### config.mk
export PLATFORM = sky130hd
export DESIGN_NAME = sum_link_rx
export DESIGN_NICKNAME = d
export VERILOG_FILES = /design/src/rtl/sum_link_rx.sv
export SDC_FILE = /design/constraint.sdc
export NUM_CORES = 1
export LEC_CHECK = 0
export BUFFER_PORTS_ARGS = -buffer_cell sky130_fd_sc_hd__buf_2
export CAP_MARGIN = 0
export CORE_ASPECT_RATIO = 1.1
export CORE_MARGIN = 4
export CORE_UTILIZATION = 58
export CTS_BUF_LIST = sky130_fd_sc_hd__clkbuf_8 sky130_fd_sc_hd__clkbuf_16
export DETAILED_ROUTE_END_ITERATION = 8
export GPL_ROUTABILITY_DRIVEN = 0
export PLACE_DENSITY_LB_ADDON = 0.12
export SLEW_MARGIN = 20
export SYNTH_ARGS = -nofsm -noshare
export SYNTH_HDL_FRONTEND = slang
export SYNTH_SLANG_ARGS = --single-unit
### constraint.sdc
create_clock -name clk -period 3.3 [get_ports clk]
set_input_delay 0.33 -clock clk [delete_from_list [all_inputs] [get_ports clk]]
set_output_delay 0.33 -clock clk [all_outputs]
set_load 0.005 [all_outputs]
### src/rtl/sum_link_rx.sv
// sum_link_rx: receive side of the inter-core softmax-denominator exchange.
// Drains the peer core's external sum FIFO into a small local circular buffer,
// presents the head word on sum_in and gates local division strobes on data
// availability.
// Optional feature: define SUM_LINK_STALL_CNT_EN to add the stall_cnt output.
module sum_link_rx #(
    parameter int bw      = 8,
    parameter int bw_psum = 2*bw+4,
    parameter int depth   = 4,
    parameter int cnt_w   = 5
) (
    input  logic                 clk,
    input  logic                 reset,
    input  logic                 peer_wr,
    output logic                 fifo_ext_rd,
    input  logic [bw_psum+3:0]   peer_sum,
    input  logic                 div_req,
    output logic                 div,
    output logic [bw_psum+3:0]   sum_in,
    output logic                 div_stall,
`ifdef SUM_LINK_STALL_CNT_EN
    output logic [15:0]          stall_cnt,
`endif
    output logic                 ovf_err
);

    localparam int SW = bw_psum + 4;
    localparam int PW = (depth > 1) ? $clog2(depth) : 1;
    localparam logic [cnt_w-1:0] CRED_MAX = cnt_w'(16);

    typedef enum logic [1:0] {IDLE, RD, CAP} state_t;

    state_t            state, state_next;
    logic [cnt_w-1:0]  credits;
    logic [SW-1:0]     mem [depth];
    logic [PW-1:0]     rd_ptr, wr_ptr, rd_ptr_nxt;
    logic [PW:0]       count, count_next, avail;
    logic              wr_en;
    logic              pop;
    logic              slot_free;
    logic [SW-1:0]     head_word;

    assign wr_en      = (state == CAP);
    assign count_next = count + (PW+1)'(wr_en) - (PW+1)'(pop);
    // A slot is free only if it stays free after this cycle's write/pop; RD then reserves it for CAP
    assign slot_free  = (count_next < (PW+1)'(depth));
    // Entries not yet claimed by an issued div (div pending or pop in progress)
    assign avail      = count - (PW+1)'(div) - (PW+1)'(pop);
    assign rd_ptr_nxt = pop ? rd_ptr + PW'(1) : rd_ptr;
    // New head after this edge: the CAP word itself when it lands on an otherwise empty buffer
    assign head_word  = (wr_en && (wr_ptr == rd_ptr_nxt)) ? peer_sum : mem[rd_ptr_nxt];
    assign div_stall  = div_req & (count == '0);

    // Read FSM state register
    always_ff @(posedge clk) begin
        if (reset) state <= IDLE;
        else       state <= state_next;
    end

    // Read FSM next state and read strobe; RD always separated by CAP
    always_comb begin
        state_next  = state;
        fifo_ext_rd = 1'b0;
        case (state)
            IDLE: if (credits != '0 && slot_free) state_next = RD;
            RD: begin
                fifo_ext_rd = 1'b1;
                state_next  = CAP;
            end
            CAP: state_next = (credits != '0 && slot_free) ? RD : IDLE;
            default: state_next = IDLE;
        endcase
    end

    // Peer-entry credits and sticky overflow flag
    always_ff @(posedge clk) begin
        if (reset) begin
            credits <= '0;
            ovf_err <= 1'b0;
        end else begin
            case ({peer_wr, fifo_ext_rd})
                2'b10: begin
                    if (credits == CRED_MAX) ovf_err <= 1'b1;
                    else                     credits <= credits + cnt_w'(1);
                end
                2'b01:   credits <= credits - cnt_w'(1);
                default: credits <= credits;
            endcase
        end
    end

    // Buffer storage written at the tail in CAP
    always_ff @(posedge clk) begin
        if (wr_en) mem[wr_ptr] <= peer_sum;
    end

    // Buffer pointers and occupancy
    always_ff @(posedge clk) begin
        if (reset) begin
            rd_ptr <= '0;
            wr_ptr <= '0;
            count  <= '0;
        end else begin
            if (wr_en) wr_ptr <= wr_ptr + PW'(1);
            rd_ptr <= rd_ptr_nxt;
            count  <= count_next;
        end
    end

    // Registered head word; holds its last value while the buffer is empty
    always_ff @(posedge clk) begin
        if (reset)                  sum_in <= '0;
        else if (count_next != '0)  sum_in <= head_word;
    end

    // Division strobe, and pop one cycle after it so sum_in holds through div and div_q
    always_ff @(posedge clk) begin
        if (reset) begin
            div <= 1'b0;
            pop <= 1'b0;
        end else begin
            div <= div_req & ~div & (avail != '0);
            pop <= div;
        end
    end

`ifdef SUM_LINK_STALL_CNT_EN
    // Saturating count of stalled division-request cycles
    always_ff @(posedge clk) begin
        if (reset)                              stall_cnt <= '0;
        else if (div_stall && stall_cnt != '1)  stall_cnt <= stall_cnt + 16'd1;
    end
`endif

endmodule
==> run summary, run 1 <==
status = complete, no violations
CTS tree = yes
Clk Latency, worst-skew pair = 0.51 ns
register area share after synthesis = 67.1%
CTS sink count = 137
sequential fraction of design power = 42.1%
worst vdd ir = 0.000361 V
CP max FO = 13
DR vias/cell = 5.58
CP top delay family = simple AND/OR/NAND/NOR gates
dpl ws = 0.273 ns
clock power share = 34.6%
relative slew slack = 48.9%
vias in the first global route = 2,934
first-pass GRT wire length = 15,400 um
CTS-repair resized insts = 0
unrepaired setup endpoints after global routing = no
DR DRC count = 0
fmax = 0.332 GHz
CP max stage cell = nor4b_4
Worst Tran Pin Value = 0.763 ns
H-tree levels = 4
pwr dens = 772 nW/um2
hold_buf cts = 0
net load switching power = 1.41 mW
GRT overflow = 0
Yosys cell types = 38
commonest non-fill, non-tap cells in the layout = edfxtp_1 (96), buf_2 (55), dfxtp_1 (41)
EDFF count, synth = 96
via count = 2,892
Internal = 3.61 mW
wire per inst = 19.2 um
capture point of the worst reg-to-reg path = sum_in[19]$_SDFFE_PP0P_
Mapped Nets = 359
port buffer count = 55
Inst Count DP = 486
# Post-CTS Setup Buffers = 0
Mapped Area = 5520 um2
WHS Endpoint = div$_SDFF_PP0_
final net count = 431
switching portion of total power = 28.0%
gr usage total = 18.9%
Hold Path Depth = 3
fraction of registers with async set/reset = 0%
antenna violations before repair = 0
worst path cell trace = nor2b_1 -> inv_1 -> ha_1 -> inv_1 -> ha_1 -> fa_1 -> xnor3_1 -> nor3_2 -> nor4b_4 -> buf_4 -> a221o_1
Mapped Cells = 316
Worst EP arrival = 3.47 ns
startpoint types = flop
Clock Path Buffers = 2
Num CTS Buffers = 17
post-route insts no fill = 518
final instance area = 6500 um2
die width = 101 um
Starting Density = 59.3%
R2R cell count = 11
clk slew on worst S/H paths = 0.06 ns
Pins Over Slew Limit = 0
Worst Skew = 0.00910 ns
Pleak = 2.50 nW
Ys Warns = 0
Worst R2R Start = state[1]$_SDFFE_PP0P_
DRT Pass-1 Iters = 4
largest net degree at the start of global routing = 26
number of cell rows = 37
Critical Path RT = 3.76 ns
Finish-stage setup viols = 0
most common cell after layout, fill and taps aside = edfxtp_1
drt first-iter violations = 136
endpoint type of the worst setup path = flop
Final Cycle Share = 91.3%
Max stage delay on crit path = 0.66 ns
Hold Path Origin = div_req
P&R area growth vs syn = 17.7%
share of layout cells above drive strength 1 = 31.7%
final setup margin = 0.287 ns
Antenna Nets Post-Route = 0
Total Wirelength = 9940 um
Avg Cell Area, Syn = 17.5 um2
flops & latches, synth = 137
Post-DP HPWL = 6200 um
setup slack, reg-to-reg = 0.29 ns
I/O pin total = 56
Core Region = 9310 um2
Period minus WS final = 3.01 ns
TNS Setup = 0 ns
combinational power share = 23.3%
Root Driver = clkbuf_8
antenna cells = 0
crit path kind = reg -> reg
Die Height = 110 um
Hold Path Class = in -> reg
Die ar. = 11,100 um2
worst path bufs/invs = 3
Overall Power = 5.02 mW
Area after DPL = 5940 um2
Final Hold Viols = 0
max_cap viols = 0
Most used DFF post-synth = edfxtp_1
## synthesized netlist by cell type, drive strengths merged, types with 4 or more instances
cell type   n  area, um2
buf         9       71.3
edfxtp     96       2880
nor2       16       60.1
dfxtp      41        821
and2       28        175
ha         12        150
inv        16       60.1
nor2b       7       43.8
mux4       24        559
clkbuf      4       15.0
xnor2       9        113
a221o      24        240
## worst reg2reg max path, cell delays in order, from the launching register on
cell and delay [ns]:
dfxtp_1 0.33, nor2b_1 0.17, inv_1 0.06, ha_1 0.26, inv_1 0.04, ha_1 0.18
fa_1 0.38, xnor3_1 0.27, nor3_2 0.09, nor4b_4 0.66, buf_4 0.34, a221o_1 0.19
## cell families after synthesis
kind of cell    synth area share (%)
compound gates                  5.91
xor+xnor                        2.95
fa+ha+maj                       3.81
buf+inv                         2.65
flops                           67.1
mux                             10.9
simple gates                    6.73
## worst max-delay path by stage
stage                                     start                      end  slack, ns  cells past startpoint
after global placement    state[1]$_SDFFE_PP0P_  sum_in[11]$_SDFFE_PP0P_       0.37                     11
after global routing      state[1]$_SDFFE_PP0P_  sum_in[20]$_SDFFE_PP0P_       0.03                     11
final                     state[1]$_SDFFE_PP0P_  sum_in[19]$_SDFFE_PP0P_       0.29                     11
after floorplan           state[1]$_SDFFE_PP0P_  sum_in[13]$_SDFFE_PP0P_       0.63                     12
after detailed placement  state[1]$_SDFFE_PP0P_  sum_in[20]$_SDFFE_PP0P_       0.27                     11
after CTS                 state[1]$_SDFFE_PP0P_  sum_in[20]$_SDFFE_PP0P_       0.22                     11
## registers in the layout, indices dropped and copies added, names as in the netlist, 2 cells and up
register and count:
sum_in 24, rd_ptr 2, mem 96, state 2
wr_ptr 2, credits 5, count 3
## power groups by stage
stage | combinational [mW] | clock [mW] | sequential, mW
2_1_floorplan | 0.861 | 0 | 2.13
3_3_place_gp | 1.14 | 0 | 2.15
3_5_place_dp | 1.18 | 0 | 2.15
4_1_cts | 1.19 | 1.77 | 2.11
5_1_grt | 1.29 | 1.86 | 2.13
6_report | 1.17 | 1.74 | 2.11
## routing by layer
metal	track usage [%]	share of wire [%]	up-vias
met2	30.0	50	81
met3	4.47	5.7	10
met1	25.2	43	1434
met4	7.88	0.84	0
met5	0	0	-
li1	-	-	1367
## metrics by stage
step                utilization, %  hold WS (ns)
finish                        69.8        0.0444
global route                  69.8        0.0339
floorplan                        -         0.424
CTS                           69.8        0.0266
detailed placement            63.8         0.452
global placement              63.8         0.434
## final cells by class
class                           instances  area, um2
Clock buffer                           17        414
Clock inverter                         15        143
Fill cell                             611       2810
Inverter                               16       60.1
Multi-Input combinational cell        150       1670
Sequential cell                       137       3700
Tap cell                              117        146
Timing Repair Buffer                   66        358
Note: power is estimated with default switching activity, not from simulation.
==> run 2: changes to the inputs <==
--- a/config.mk
+++ b/config.mk
@@ -5,11 +5,12 @@
 export SDC_FILE = /design/constraint.sdc
 export NUM_CORES = 1
 export LEC_CHECK = 0
+export ABC_AREA = 1
 export BUFFER_PORTS_ARGS = -buffer_cell sky130_fd_sc_hd__buf_2
 export CAP_MARGIN = 0
 export CORE_ASPECT_RATIO = 1.1
 export CORE_MARGIN = 4
-export CORE_UTILIZATION = 58
+export CORE_UTILIZATION = 59
 export CTS_BUF_LIST = sky130_fd_sc_hd__clkbuf_8 sky130_fd_sc_hd__clkbuf_16
 export DETAILED_ROUTE_END_ITERATION = 8
 export GPL_ROUTABILITY_DRIVEN = 0
==> run 2 against run 1 <==
- sequential power grew 4%
- count of clock-buffer cells in the layout grew 3
- fmax grew 12%
- largest cell class unchanged
==> run summary, run 2 <==
status = complete, no violations
I/O pin total = 56 (unchanged)
worst vdd ir = 0.000558 V (+55%)
hold_buf cts = 0 (unchanged)
GRT overflow = 0 (unchanged)
fmax = 0.371 GHz (+12%)
Finish-stage setup viols = 0 (unchanged)
most frequent cells after synthesis = nand3_1 (142), nand2_1 (126), edfxtp_1 (96), inv_1 (93), nor2_1 (78)
fraction of registers with async set/reset = 0% (unchanged)
area leader, netlist = edfxtp_1
flops & latches, synth = 137 (unchanged)
Largest regs = mem x96, sum_in x24, credits x5
CTS-repair resized insts = 0 (unchanged)
endpoint type of the worst setup path = flop
Clk Latency, worst-skew pair = 0.41 ns (-0.10 ns)
met2 Track Usage GR = 41.6% (+12 points)
drt first-iter violations = 376 (+180%)
Mapped Area = 6260 um2 (+13%)
startpoint types = flop
number of cell rows = 39 (+5.4%)
Worst Tran Pin Value = 0.689 ns (-0.0745 ns)
Root Driver = clkbuf_16
crit path kind = reg -> reg
Clock Path Buffers = 2 (unchanged)
P&R area growth vs syn = 14.2%
Pins Over Slew Limit = 0 (unchanged)
xor/xnor share of the synthesized area = 0.700% (-2.2 points)
synthesized-area fraction occupied by and/or/nand/nor cells = 25.3% (+19 points)
wire per inst = 15.9 um (-17%)
clk slew on worst S/H paths = 0.05 ns (about the same)
pwr dens = 812 nW/um2 (+5.2%)
DR vias/cell = 5.36 (-4.0%)
# Post-CTS Setup Buffers = 0 (unchanged)
via count = 4,754 (+64%)
register area share after synthesis = 59.2% (-7.9 points)
Synth Area in Compound Gates = 2.56% (-3.4 points)
max_cap viols = 0 (unchanged)
Top reg by flops = mem
Critical Path RT = 3.61 ns (-0.15 ns)
largest family of logic cells by synthesized area = simple AND/OR/NAND/NOR gates
vias in the first global route = 4,559 (+55%)
Mapped Nets = 721 (+100%)
commonest non-fill, non-tap cells in the layout = nand3_1 (141), nand2_1 (126), inv_1 (101)
Worst EP arrival = 3.01 ns (-0.46 ns)
final net count = 774 (+80%)
CP max FO = 48 (+35)
Period minus WS final = 2.70 ns (-0.317 ns)
Antenna Nets Post-Route = 0 (unchanged)
CTS tree = yes
largest net degree at the start of global routing = 49 (+88%)
Die Height = 116 um (+5.1%)
H-tree levels = 4 (unchanged)
fin util = 68.8% (-1.1 points)
Starting Density = 60.2% (+0.85 points)
TNS Setup = 0 ns (unchanged)
Largest register FFs = 96 (unchanged)
first-pass GRT wire length = 22,800 um (+48%)
die width = 106 um (+5.1%)
Overall Power = 5.80 mW (+16%)
gr usage total = 24.4% (+5.6 points)
Pleak = 3.25 nW (+30%)
Yosys cell types = 28 (-26%)
Num CTS Buffers = 17 (unchanged)
DR DRC count = 0 (unchanged)
Worst Skew = 0.00624 ns (-0.00287 ns)
Post-DP HPWL = 8240 um (+33%)
Adder-Cell Fraction of Synth Area = 3.36% (-0.45 points)
Core Region = 10,400 um2 (+12%)
relative slew slack = 53.9% (+5.0 points)
Die ar. = 12,300 um2 (+10%)
CTS sink count = 137 (unchanged)
DRT Pass-1 Iters = 5 (+1)
share of Yosys cell area claimed by the top area cell type = 46.1% (-6.1 points)
M1 GR Usage = 30.7% (+5.5 points)
most common cell after layout, fill and taps aside = nand3_1
Synth area leaders = edfxtp_1 (46%), dfxtp_1 (13%), nand3_1 (11%)
antenna cells = 0 (unchanged)
most frequent cell after synthesis = nand3_1
Total Wirelength = 14,100 um (+42%)
Mapped Cells = 678 (+110%)
port buffer count = 55 (unchanged)
Final Cycle Share = 81.7% (-9.6 points)
EDFF count, synth = 96 (unchanged)
Hold Path Class = in -> reg
Ys Warns = 0 (unchanged)
unrepaired setup endpoints after global routing = no
share of layout cells above drive strength 1 = 14.7% (-17 points)
grt peak-use layer = met2
met3 Use GR = 5.35% (+0.88 points)
Final Hold Viols = 0 (unchanged)
multiplexer area fraction after synthesis = 0% (-11 points)
antenna violations before repair = 0 (unchanged)
Avg Cell Area, Syn = 9.23 um2 (-47%)
Most used DFF post-synth = edfxtp_1
==> run 2: logic make-up after synthesis <==
kind of cell,Yosys count
AND/OR/NAND/NOR,361
flip-flops,137
buffers and inverters,129
AO/OA/AOI/OAI,31
adder cells (fa/ha/maj),15
XOR/XNOR,5
==> run 2: final timing paths <==
path | start | end | slack (ns) | cells past startpoint
min | peer_sum[16] | mem[1][16]$_DFFE_PP_ | 0.15 | 1
max | state[1]$_SDFFE_PP0P_ | sum_in[12]$_SDFFE_PP0P_ | 0.60 | 16
min reg2reg | state[0]$_SDFFE_PP0P_ | state[0]$_SDFFE_PP0P_ | 0.45 | 1
max reg2reg | state[1]$_SDFFE_PP0P_ | sum_in[12]$_SDFFE_PP0P_ | 0.60 | 16
==> run 2: per-layer routing <==
| metal | share of wire [%] | wire length (um) | up-vias |
|---|---|---|---|
| met4 | 1.8 | 257 | 0 |
| met3 | 6.1 | 858 | 24 |
| met1 | 42 | 5890 | 2246 |
| met5 | 0 | 0 | - |
| li1 | - | - | 2322 |
| met2 | 50 | 7120 | 162 |
==> run 2: worst max-delay path, cell delays in order (launching register included) <==
cell and delay [ns]:
dfxtp_1 0.35, inv_1 0.05, nor2_1 0.20, clkinv_1 0.14
ha_1 0.29, inv_1 0.04, ha_1 0.17, fa_1 0.38
xnor2_1 0.20, inv_1 0.07, nand2_1 0.11, nand3_2 0.10
buf_12 0.19, nor2_1 0.12, nor2_1 0.06, nand2_1 0.08
inv_1 0.03
==> run 2: final cells by class <==
cell class              instances  area [um2]
clock buffers                  20         467
clock inverters                12        48.8
fillers                       837        3250
inverters                      96         360
multi-input cells             412        2010
flip-flops and latches        137        3700
well taps                     143         179
repair buffers                 67         378
==> run 2: stage by stage <==
step           hold WS [ns]  std cells  area [um2]  setup slack [ns]
4_1_cts               0.132        887        7150             0.590
5_1_grt               0.138        887        7150             0.336
2_1_floorplan         0.406        678        6260             0.648
3_3_place_gp          0.433        855        6630             0.774
3_5_place_dp          0.439        855        6630             0.619
6_report              0.152        887        7150             0.604
==> run 2: power breakdown <==
part	internal, mW	total (mW)	leakage, nW	switching, mW
Clock	0.988	1.62	0.287	0.636
Combinational	0.721	1.99	1.76	1.27
Sequential	2.07	2.19	1.20	0.120
Total	3.77	5.80	3.25	2.03
==> run 3: changes to the inputs <==
==> constraint.sdc (replaced) <==
create_clock -name clk -period 2.5 [get_ports clk]
set_input_delay 0.25 -clock clk [delete_from_list [all_inputs] [get_ports clk]]
set_output_delay 0.25 -clock clk [all_outputs]
set_load 0.005 [all_outputs]
==> run 3 against run 2 <==
- cell count grew 1.4%
- design area increased by 3.2%
- power up 44%
- critical endpoint is now sum_in[2]$_SDFFE_PP0P_
==> run summary, run 3 (synthesized netlist as in run 2, its figures left out) <==
DRT Pass-1 Iters = 4 (-1)
grt peak-use layer = met2
Starting Density = 60.2% (unchanged)
Antenna Nets Post-Route = 0 (unchanged)
number of cell rows = 39 (unchanged)
Total Wirelength = 14,300 um (+1.2%)
Clk Latency, worst-skew pair = 0.42 ns (about the same)
Post-DP HPWL = 8340 um (+1.3%)
max_cap viols = 0 (unchanged)
CTS tree = yes
CTS sink count = 137 (unchanged)
antenna violations before repair = 0 (unchanged)
Largest register FFs = 96 (unchanged)
Hold Path Class = in -> reg
Die Height = 116 um (unchanged)
Clock Path Buffers = 2 (unchanged)
GRT overflow = 0 (unchanged)
Largest regs = mem x96, sum_in x24, credits x5
I/O pin total = 56 (unchanged)
Core Region = 10,400 um2 (unchanged)
Pleak = 3.34 nW (+2.8%)
Max stage delay on crit path = 0.36 ns (-0.02 ns)
DR DRC count = 0 (unchanged)
Finish-stage setup viols = 0 (unchanged)
most common cell after layout, fill and taps aside = nand3_1
Pins Over Slew Limit = 0 (unchanged)
commonest non-fill, non-tap cells in the layout = nand3_1 (141), nand2_1 (125), edfxtp_1 (96)
met3 Use GR = 5.85% (+0.50 points)
vias in the first global route = 4,754 (+4.3%)
Final Hold Viols = 0 (unchanged)
Die ar. = 12,300 um2 (unchanged)
DR vias/cell = 5.36 (about the same)
unrepaired setup endpoints after global routing = yes
Worst Tran Pin Value = 0.582 ns (-0.107 ns)
drt first-iter violations = 386 (+2.7%)
H-tree levels = 4 (unchanged)
port buffer count = 55 (unchanged)
relative slew slack = 61.2% (+7.3 points)
largest net degree at the start of global routing = 50 (+2.0%)
final setup margin = 0.0882 ns (-0.516 ns)
Num CTS Buffers = 17 (unchanged)
P&R area growth vs syn = 17.9%
Period minus WS final = 2.41 ns (-0.284 ns)
wire per inst = 15.9 um (-0.18%)
met2 Track Usage GR = 40.3% (-1.3 points)
Worst EP arrival = 2.73 ns (-0.28 ns)
Final Cycle Share = 96.5% (+15 points)
share of layout cells above drive strength 1 = 17.9% (+3.2 points)
die width = 106 um (unchanged)
Worst Skew = 0.00463 ns (-0.00161 ns)
CP max FO = 24 (-50%)
gr usage total = 24.6% (+0.15 points)
startpoint types = flop
worst path cell trace = inv_1 -> nor2_4 -> inv_4 -> ha_4 -> inv_1 -> ha_1 -> fa_2 -> xnor2_2 -> nand2_1 -> nand3_4 -> buf_12 -> nand2_1 -> nor2_1 -> nor2_1
fmax = 0.415 GHz (+12%)
status = complete, no violations
first-pass GRT wire length = 23,100 um (+0.99%)
antenna cells = 0 (unchanged)
Root Driver = clkbuf_16
pwr dens = 1130 nW/um2 (+40%)
via count = 4,822 (+1.4%)
crit path kind = reg -> reg
Critical Path RT = 2.82 ns (-0.79 ns)
worst vdd ir = 0.000719 V (+29%)
final net count = 786 (+1.6%)
hold_buf cts = 0 (unchanged)
fin util = 71.0% (+2.2 points)
M1 GR Usage = 30.8% (+0.051 points)
endpoint type of the worst setup path = flop
clk slew on worst S/H paths = 0.06 ns (about the same)
CP max stage cell = fa_2
dpl ws = -0.00398 ns (-0.623 ns)
Top reg by flops = mem
==> run 3: worst paths after layout <==
path,startpoint,end,slack [ns],depth (start not counted)
max,state[1]$_SDFFE_PP0P_,sum_in[2]$_SDFFE_PP0P_,0.09,14
min,peer_sum[23],mem[1][23]$_DFFE_PP_,0.06,1
max reg2reg,state[1]$_SDFFE_PP0P_,sum_in[2]$_SDFFE_PP0P_,0.09,14
min reg2reg,state[0]$_SDFFE_PP0P_,state[0]$_SDFFE_PP0P_,0.45,1
==> run 3: routing by layer <==
layer | up-vias | routed length, um
met2 | 161 | 6910
met4 | 0 | 412
met3 | 39 | 991
met5 | - | 0
met1 | 2276 | 5970
li1 | 2346 | -
==> run 3: worst max-delay path: cells and delay by family (launching register included) <==
kind / cells / cell delay [ns]
XOR/XNOR: 1 / 0.16
AND/OR/NAND/NOR: 6 / 0.70
adder cells (fa/ha/maj): 3 / 0.79
buffers and inverters: 4 / 0.33
flip-flops: 1 / 0.32
==> run 3: layout make-up <==
| type | count | area (um2) |
|---|---|---|
| flip-flops and latches | 137 | 3710 |
| fillers | 799 | 3020 |
| multi-input cells | 412 | 2060 |
| repair buffers | 79 | 528 |
| clock buffers | 17 | 425 |
| inverters | 96 | 363 |
| well taps | 143 | 179 |
| clock inverters | 15 | 118 |
==> run 3: where the power goes <==
| part | internal (mW) | switching (mW) | leakage [nW] | total [mW] |
|---|---|---|---|---|
| Combinational | 1.30 | 1.84 | 1.85 | 3.15 |
| Clock | 1.43 | 0.897 | 0.282 | 2.32 |
| Sequential | 2.73 | 0.159 | 1.20 | 2.89 |
==> run 3: per-stage QoR <==
stage / power (mW) / instances / setup TNS [ns] / hold slack, ns / area, um2
after global placement: 5.58 / 864 / 0 / 0.429 / 6730
after CTS: 8.08 / 896 / 0 / 0.0414 / 7300
final: 8.36 / 899 / 0 / 0.0593 / 7380
after global routing: 8.93 / 899 / -0.104 / 0.0516 / 7380
after floorplan: 4.85 / 678 / 0 / 0.326 / 6260
after detailed placement: 5.69 / 864 / -0.00782 / 0.452 / 6730
==> run 3: timing repair <==
action	CTS	global route
buffers inserted	0	1
pin swaps	1	0
setup endpoints to repair	20	24
resized for setup	4	7
cloned	0	2
